## src/rtl/photodiode_pkg.sv

```systemverilog
// Shared types and constants for the photodiode capture sequencer.
package photodiode_pkg;

  typedef enum logic [2:0] {
    IDLE    = 3'd0,
    ARMED   = 3'd1,
    MEASURE = 3'd2,
    DONE    = 3'd3
  } state_t;

  localparam int CNT_W_DEFAULT = 12;
  localparam int N_PD          = 5;
  localparam logic [CNT_W_DEFAULT-1:0] DELAY_SAT = '1;

  typedef logic [N_PD-2:0][CNT_W_DEFAULT-1:0] delay_arr_t;

endpackage

```

## src/rtl/pd_sync_edge.sv

```systemverilog
// Two-flop synchronizer plus rising-edge detect for a bus of asynchronous inputs.
module pd_sync_edge #(
  parameter int W = 5
) (
  input  logic         clk,
  input  logic         rst,
  input  logic [W-1:0] din,
  output logic [W-1:0] sync,
  output logic [W-1:0] rise
);

  logic [W-1:0] meta_reg;
  logic [W-1:0] sync_reg;
  logic [W-1:0] sync_d_reg;

  always_ff @(posedge clk or negedge rst) begin
    if (!rst) begin
      meta_reg   <= '0;
      sync_reg   <= '0;
      sync_d_reg <= '0;
    end else begin
      meta_reg   <= din;
      sync_reg   <= meta_reg;
      sync_d_reg <= sync_reg;
    end
  end

  assign sync = sync_reg;

  genvar gi;
  generate
    for (gi = 0; gi < W; gi++) begin : g_rise
      assign rise[gi] = sync_reg[gi] & ~sync_d_reg[gi];
    end
  endgenerate

endmodule

```

## src/rtl/photodiode_capture_ctrl.sv

```systemverilog
// Arms a capture, waits for darkness, then timestamps ordered PD rises against a
// counter started by PD[0] and holds the delays in a valid/ready result register.
module photodiode_capture_ctrl #(
  parameter int CNT_W   = 12,
  parameter int TIMEOUT = 4095,
  parameter int N_PD    = 5
) (
  input  logic                 clk,
  input  logic                 rst,
  input  logic [N_PD-1:0]      PD,
  input  logic                 arm,
  input  logic                 abort,
  input  logic                 auto_rearm,
  input  logic                 res_ready,
  output logic                 res_valid,
  output logic [4*CNT_W-1:0]   res_delays,
  output logic                 res_timeout,
  output logic                 busy,
  output logic [15:0]          meas_count,
  output logic [2:0]           state_o
);
  import photodiode_pkg::*;

  logic [N_PD-1:0] pd_sync;
  logic [N_PD-1:0] pd_rise;

  pd_sync_edge #(.W(N_PD)) u_sync (
    .clk  (clk),
    .rst  (rst),
    .din  (PD),
    .sync (pd_sync),
    .rise (pd_rise)
  );

  state_t                     state_reg;
  logic [CNT_W-1:0]           cnt_reg;
  logic [2:0]                 next_reg;
  logic                       dark_seen_reg;
  logic                       res_valid_reg;
  logic                       res_timeout_reg;
  logic [N_PD-2:0][CNT_W-1:0] delays_reg;
  logic [15:0]                meas_count_reg;

  logic             start_hit;
  logic             cap_en;
  logic [CNT_W-1:0] cur_cnt;
  logic [2:0]       cur_next;
  logic [2:0]       next_next;
  logic [N_PD-1:0]  cap;
  logic             run;
  logic             done_hit;
  logic             timeout_hit;

  // The PD[0] detect cycle is time zero, so channels rising with PD[0] are
  // captured there with delay 0; MEASURE then starts the counter at 1.
  always_comb begin
    start_hit = (state_reg == ARMED) && dark_seen_reg && pd_rise[0];
    cap_en    = start_hit || (state_reg == MEASURE);
    cur_cnt   = (state_reg == MEASURE) ? cnt_reg : '0;
    cur_next  = (state_reg == MEASURE) ? next_reg : 3'd1;
    run       = cap_en;
    next_next = cur_next;
    cap       = '0;
    for (int k = 1; k < N_PD; k++) begin
      if (3'(k) >= cur_next) begin
        run    = run & pd_rise[k];
        cap[k] = run;
        if (run) next_next = 3'(k + 1);
      end
    end
    done_hit    = cap[N_PD-1];
    timeout_hit = (state_reg == MEASURE) && !done_hit && (cnt_reg == CNT_W'(TIMEOUT));
  end

  always_ff @(posedge clk or negedge rst) begin
    if (!rst) begin
      state_reg       <= IDLE;
      cnt_reg         <= '0;
      next_reg        <= 3'd1;
      dark_seen_reg   <= 1'b0;
      res_valid_reg   <= 1'b0;
      res_timeout_reg <= 1'b0;
      delays_reg      <= '0;
      meas_count_reg  <= '0;
    end else if (abort) begin
      state_reg       <= IDLE;
      cnt_reg         <= '0;
      next_reg        <= 3'd1;
      dark_seen_reg   <= 1'b0;
      res_valid_reg   <= 1'b0;
      res_timeout_reg <= 1'b0;
      delays_reg      <= '0;
    end else begin
      case (state_reg)
        IDLE: begin
          if (arm) begin
            state_reg     <= ARMED;
            dark_seen_reg <= 1'b0;
          end
        end
        ARMED: begin
          if (pd_sync == '0) dark_seen_reg <= 1'b1;
          if (start_hit) begin
            cnt_reg         <= CNT_W'(1);
            next_reg        <= next_next;
            delays_reg      <= '0;
            res_timeout_reg <= 1'b0;
            dark_seen_reg   <= 1'b0;
            if (done_hit) begin
              state_reg     <= DONE;
              res_valid_reg <= 1'b1;
            end else begin
              state_reg     <= MEASURE;
            end
          end
        end
        MEASURE: begin
          next_reg <= next_next;
          if (cnt_reg != CNT_W'(TIMEOUT)) cnt_reg <= cnt_reg + 1'b1;
          if (done_hit) begin
            state_reg     <= DONE;
            res_valid_reg <= 1'b1;
          end else if (timeout_hit) begin
            state_reg       <= DONE;
            res_valid_reg   <= 1'b1;
            res_timeout_reg <= 1'b1;
            for (int k = 1; k < N_PD; k++) begin
              if (3'(k) >= next_next) delays_reg[k-1] <= '1;
            end
          end
        end
        DONE: begin
          if (res_ready) begin
            meas_count_reg <= meas_count_reg + 16'd1;
            res_valid_reg  <= 1'b0;
            dark_seen_reg  <= 1'b0;
            state_reg      <= auto_rearm ? ARMED : IDLE;
          end
        end
        default: state_reg <= IDLE;
      endcase
      // Captures land after the case so they override the clear on MEASURE entry.
      for (int k = 1; k < N_PD; k++) begin
        if (cap[k]) delays_reg[k-1] <= cur_cnt;
      end
    end
  end

  assign res_valid   = res_valid_reg;
  assign res_delays  = delays_reg;
  assign res_timeout = res_timeout_reg;
  assign busy        = (state_reg != IDLE);
  assign meas_count  = meas_count_reg;
  assign state_o     = state_reg;

endmodule
```

## config.mk

```make
export PLATFORM = sky130hd
export DESIGN_NAME = photodiode_capture_ctrl
export DESIGN_NICKNAME = d
export VERILOG_FILES = /design/src/rtl/photodiode_pkg.sv /design/src/rtl/pd_sync_edge.sv /design/src/rtl/photodiode_capture_ctrl.sv
export SDC_FILE = /design/constraint.sdc
export NUM_CORES = 1
export LEC_CHECK = 0
export ABC_CLOCK_PERIOD_IN_PS = 2500
export CAP_MARGIN = 20
export CORE_MARGIN = 5
export CORE_UTILIZATION = 40
export CTS_BUF_LIST = sky130_fd_sc_hd__clkbuf_8
export CTS_CLUSTER_DIAMETER = 60
export DETAILED_ROUTE_END_ITERATION = 7
export GPL_TIMING_DRIVEN = 0
export PLACE_DENSITY_LB_ADDON = 0.1
export SETUP_SLACK_MARGIN = 0.2
export SLEW_MARGIN = 10
export SYNTH_ARGS = -nofsm -noshare
export SYNTH_HDL_FRONTEND = slang
export SYNTH_SLANG_ARGS = --single-unit
```

## constraint.sdc

```tcl
create_clock -name clk -period 2.5 [get_ports clk]
set_input_delay 0.625 -clock clk [delete_from_list [all_inputs] [get_ports clk]]
set_output_delay 0.625 -clock clk [all_outputs]
set_load 0.01 [all_outputs]
```

Word-level counts from Yosys, hierarchy flattened
Index checks and enable logic that the tools add are counted. Widths: inputs -> output; s select.

Bits in registers: 100. Bits in latches: 0. Bits in writable memories: 0. ROM bits: 0. Bits of input ports: 11. Output and inout port bits: 70. Word-level logic and storage cells: 156. Memories kept: 0.

Add/sub/neg operators: 2. Multipliers: 0. Divide/modulo/power cells: 0. Order comparisons: 8. Equal/unequal tests: 28. Shifts and indexed selects: 0. Multiplexer cells: 62. Bitwise gates (word level): 15. Reduce and logical (&&, ||, !) cells: 27.

Operator list (count): $mux 48 (4); $mux 12 (12); $pmux 48 s2 (1); $mux 3 (17); $ne 4x4->1 const B (11); $pmux 12 s2 (1); $reduce_bool 4->1 (6); $mux 1 (22); $ne 4x3->1 const B (5); $reduce_and 5->1 (4); $ne 3x3->1 const B (6); $add 16x1->16 const B (1); $reduce_and 4->1 (4); $add 12x1->12 const B (1); $eq 12x12->1 const B (1); $ge 2x3->1 const A (4); $ne 12x12->1 const B (1); $pmux 3 s4 (1); $and 1x1->1 (9); $eq 3x2->1 const B (2); $ge 1x3->1 const A (2); $ge 3x3->1 const A (2); $not 1->1 (6); $pmux 1 s3 (2); 12 further kinds (17).

Longest topological paths before layout
Depth after elaboration: 20. Gate-level depth with buffers: 11. Gate-level depth less buffers: 8.

Cells and area by module
Synthesis repeated with hierarchy kept, for this count alone.

Cells, all modules: 441. Area total of the unflattened synthesis: 4788.3 um^2.

By module, submodules not included: photodiode_capture_ctrl (times used 1, cells an instance 421, area each 4344.2 um^2, seq. area each 2103.3 um^2); pd_sync_edge (times used 1, cells an instance 20, area each 444.2 um^2, seq. area each 375.4 um^2).

Worst setup path before layout
OpenSTA, ideal clock, no wires.

Path kind: register to register. Start point: register state_reg[1] (netlist: state_o[1]). End point: register delays_reg (netlist bit res_delays[44]). Setup time: 126 ps. Arrival: 2284 ps. Data required time: 2374 ps. Setup slack: 90 ps. Cell stages (with the launch flop): 11. Buffers on the path: 3. Clock period less this slack: 2410 ps. Cell sequence: dfrtp_1 > inv_1 > ha_1 > and4b_1 > buf_4 > nand3_4 > a311o_1 > buf_6 > and4_4 > buf_6 > a221o_1.

Word-level cells in the longest chain between the ends: 17. Elaborated cells on any way between the ends: 40. Classes of those cells: order compare (5); eq/ne (5); mux (18); bitwise (4); reduce/logical (8).

RTL lines: from (decl) (RTL line photodiode_capture_ctrl.sv:35) `state_t state_reg;`; from (signal assigned) (RTL line photodiode_capture_ctrl.sv:137) `state_reg <= auto_rearm ? ARMED : IDLE;`; branches (longest 17 deep; another with $ge 1x3->1); to (signal, indexed assignment) (RTL line photodiode_capture_ctrl.sv:144) `if (cap[k]) delays_reg[k-1] <= cur_cnt;`; to (decl) (RTL line photodiode_capture_ctrl.sv:41) `logic [N_PD-2:0][CNT_W-1:0] delays_reg;`.

Several ways; the timed one is not identified. The select of a mux whose other input is x is not followed. A chain may end at the register's enable or synchronous reset.

Final worst setup path
Start point: register state_reg[1] (netlist: state_o[1]). End point: register delays_reg (netlist bit res_delays[38]).

The elaborated chain is that of the path after synthesis.

==> summary.md <==
| Metric | Value |
|---|---|
| H-tree depth | `3` |
| Antenna violations before repair | `0` |
| Mapped Cells | `~410` |
| Slowest cell on crit path | `dfrtp_2` |
| Nature of the critical path endpoint | `flip-flop` |
| Die W | `around 120 um` |
| CP Cell Sequence | `inv_4, ha_4, and4b_1, buf_6, nand3_4, a311o_1, buf_6, and4_4, buf_6, a221o_1` |
| Final nets | `530` |
| Post-synth EDFFs | `0` |
| Clock group share of total power | `0.252` |
| # diodes | `0` |
| Global Route Usage Sum | `0.166` |
| Max Freq | `433 MHz` |
| Register area share after synthesis | `0.533` |
| Clock Path Buffers | `2` |
| Fin. Hold Viols | `0` |
| Top cells by count, synth | `dfrtp_1, nor2_1, a221o_1` |
| Most frequent cell on the critical path | `buf_6` |
| GRT overflow | `0` |
| Period utilisation layout | `0.924` |
| Max FFs per register | `48` |
| First-pass GRT wire length | `between 15000 and 20000 um` |
| Unrepaired setup endpoints after global routing | `yes` |
| Critical path class | `reg -> reg` |
| Post-Syn Nets | `around 430` |
| Final weighted congestion in routability-driven placement | `0.900` |
| Max_cap viols | `0` |
| DRC violations left | `0` |
| Port bufs | `roughly 80` |
| Share of cells above drive strength 1 | `0.208` |
| Hold Path Class | `in -> async` |
| Seq pwr share | `0.419` |
| Setup TNS Final | `0 ns` |
| Post-Syn Area per Cell | `between 10 and 15 um2` |
| # setup viols final | `0` |
| Crit path max fanout | `6` |
| Die area | `about 14000 um2` |
| Final WS setup | `~0.19 ns` |
| Switching share of power | `0.331` |
| Ys async rst share | `1.00` |
| Crit-path max cell delay | `~0.43 ns` |
| Critical Path RT | `2.76 ns` |
| Post-layout util | `0.540` |
| Ys Warns | `0` |
| CORE AREA | `11400 um2` |
| Via count | `around 3600` |
| Via-per-instance ratio | `~5.5` |
| TritonCTS clock tree | `built` |
| Clock root cell | `clkbuf_8` |
| Share of the synthesized area in the top cell type | `0.527` |
| Num Clock Sinks | `99` |
| Final Power | `4.30 mW` |
| Slew headroom | `0.574` |
| Rows | `39` |
| Internal | `2.88 mW` |
| Footprint of the multi-input gates | `2120 um2` |
| Dpl ws | `-0.445 ns` |
| Iter 0 DRT Violations | `~290` |
| Peak supply drop | `about 0.00032 V` |
| Final HPWL from detailed placement | `~8000 um` |
| Top post-synthesis cells by area | `dfrtp_1, a221o_1, o2bb2ai_2, nor2_1, nand2_1` |
| Largest net degree at the start of global routing | `54` |
| Outcome | `complete, no violations` |
| Worst setup SP type | `flip-flop` |
| Filler cells | `1033` |
| Yosys reg bits | `99` |
| Power per Cell Area | `between 600 and 700 nW/um2` |
| Final Skew | `between 0.015 and 0.02 ns` |
| Initial core utilization | `0.408` |
| P_sw | `around 1.4 mW` |
| Clk_lat worst skew | `between 0.3 and 0.4 ns` |
| Area leader, netlist | `dfrtp_1` |
| Top-level I/O count | `around 80` |
| Worst-Margin Slew | `0.635 ns` |
| Mapped Area | `roughly 4700 um2` |
| Routed Antenna Nets | `0` |
| Vias in the first global route | `approximately 3600` |
| Sequential Area | `between 2000 and 2500 um2` |
| Post-synth top flop | `dfrtp_1` |
| Final Critical Period | `~2.3 ns` |
| Final Max Slew Viols | `0` |
| Lkg Pwr | `roughly 2.7 nW` |
| Area grow syn2layout | `32.5%` |
| First-pass DRT Iterations | `4` |
| WL final | `roughly 11000 um` |
| Num CTS Buffers | `9` |
| DR WL/cell | `around 17 um` |
| Count leader, synth | `dfrtp_1` |
| Clock slew at reported path FFs | `roughly 0.090 ns` |
| Worst EP arrival | `~2.6 ns` |
| Die span in y | `118 um` |
| Gate power share | `0.329` |
| Post-synth cell types | `67` |
-- cell usage in the layout, fill, tap and decap left out, types with 8 or more instances in the layout --
master | Yosys | routed
clkbuf_8 | 0 | 11
xor2_1 | 8 | 8
dfrtp_1 | 98 | 93
nand2_1 | 31 | 29
nand3_1 | 15 | 14
xnor2_1 | 12 | 12
clkdlybuf4s50_1 | 0 | 77
a221o_1 | 35 | 35
nor2_1 | 39 | 37
buf_6 | 8 | 11
o21ai_0 | 15 | 14
o2bb2ai_2 | 10 | 10
a21oi_1 | 12 | 12
buf_4 | 3 | 16
-- stage by stage --
stage | cells | area, um2 | hold WS, ns
floorplan | 409 | 4680 | 0.329
global placement | 631 | 5650 | 0.334
detailed placement | 632 | 5670 | 0.335
CTS | 655 | 6060 | 0.280
global route | 661 | 6160 | 0.304
finish | 661 | 6160 | 0.251
-- final timing paths --
path                            slack [ns]  cells after the start              to          startpoint
worst max-delay path                  0.19                     10  res_delays[38]          state_o[1]
worst min-delay path                  0.25                      1   meas_count[5]                 rst
worst max register to register        0.19                     10  res_delays[38]          state_o[1]
worst min register to register        0.35                      0  u_sync.sync[1]  u_sync.meta_reg[1]
max in group asynchronous             1.57                      2     cnt_reg[10]                 rst
min in group clk                      0.35                      0  u_sync.sync[1]  u_sync.meta_reg[1]
-- cell type report --
| cell class | count | area share |
|---|---|---|
| Buffer | 30 | 0.0365 |
| Clock buffer | 11 | 0.0246 |
| Clock inverter | 5 | 0.00974 |
| Inverter | 8 | 0.00568 |
| Multi-Input combinational cell | 272 | 0.343 |
| Sequential cell | 99 | 0.403 |
| Tap cell | 143 | 0.0290 |
| Timing Repair Buffer | 93 | 0.148 |
-- worst max-delay path: cells and delay by family, from the launching register on --
kind	cells	cell delay, ns
AO/OA/AOI/OAI	2	0.69
AND/OR/NAND/NOR	3	0.48
adder cells (fa/ha/maj)	1	0.13
buffers and inverters	4	0.47
flip-flops	1	0.43
-- power by group through the flow --
stage | registers, mW | clock network [mW] | logic [mW]
floorplan | 1.87 | 0 | 0.745
global placement | 1.83 | 0 | 1.23
detailed placement | 1.84 | 0 | 1.24
CTS | 1.80 | 1.11 | 1.37
global route | 1.82 | 1.19 | 1.54
finish | 1.80 | 1.08 | 1.41
-- logic make-up after synthesis --
group / Yosys count / synth area share
AOI/OAI and AO/OA: 104 / 0.200
buffers and inverters: 38 / 0.0489
adders and majority gates: 6 / 0.0161
xor gates and xnor gates: 20 / 0.0376
and+or+nand+nor: 137 / 0.155
muxes: 4 / 0.00887
DFF: 99 / 0.533
other: 1 / 0.000806
-- routing by layer --
metal | track usage | vias up | wire length, um
li1 | - | 1721 | -
met1 | 0.234 | 1803 | 5490
met2 | 0.252 | 88 | 5260
met3 | 0.0322 | 14 | 551
met4 | 0.0645 | 0 | 164
met5 | 0 | - | 0
-- repair_timing --
action | in CTS | in global routing
setup buffers | 7 | 5
endpoints found under the setup margin | 54 | 46
resized for setup | 27 | 24
gates cloned | 0 | 1
hold buffers | 0 | 0
pin swaps | 3 | 15
(Power assumes the default switching activity.)
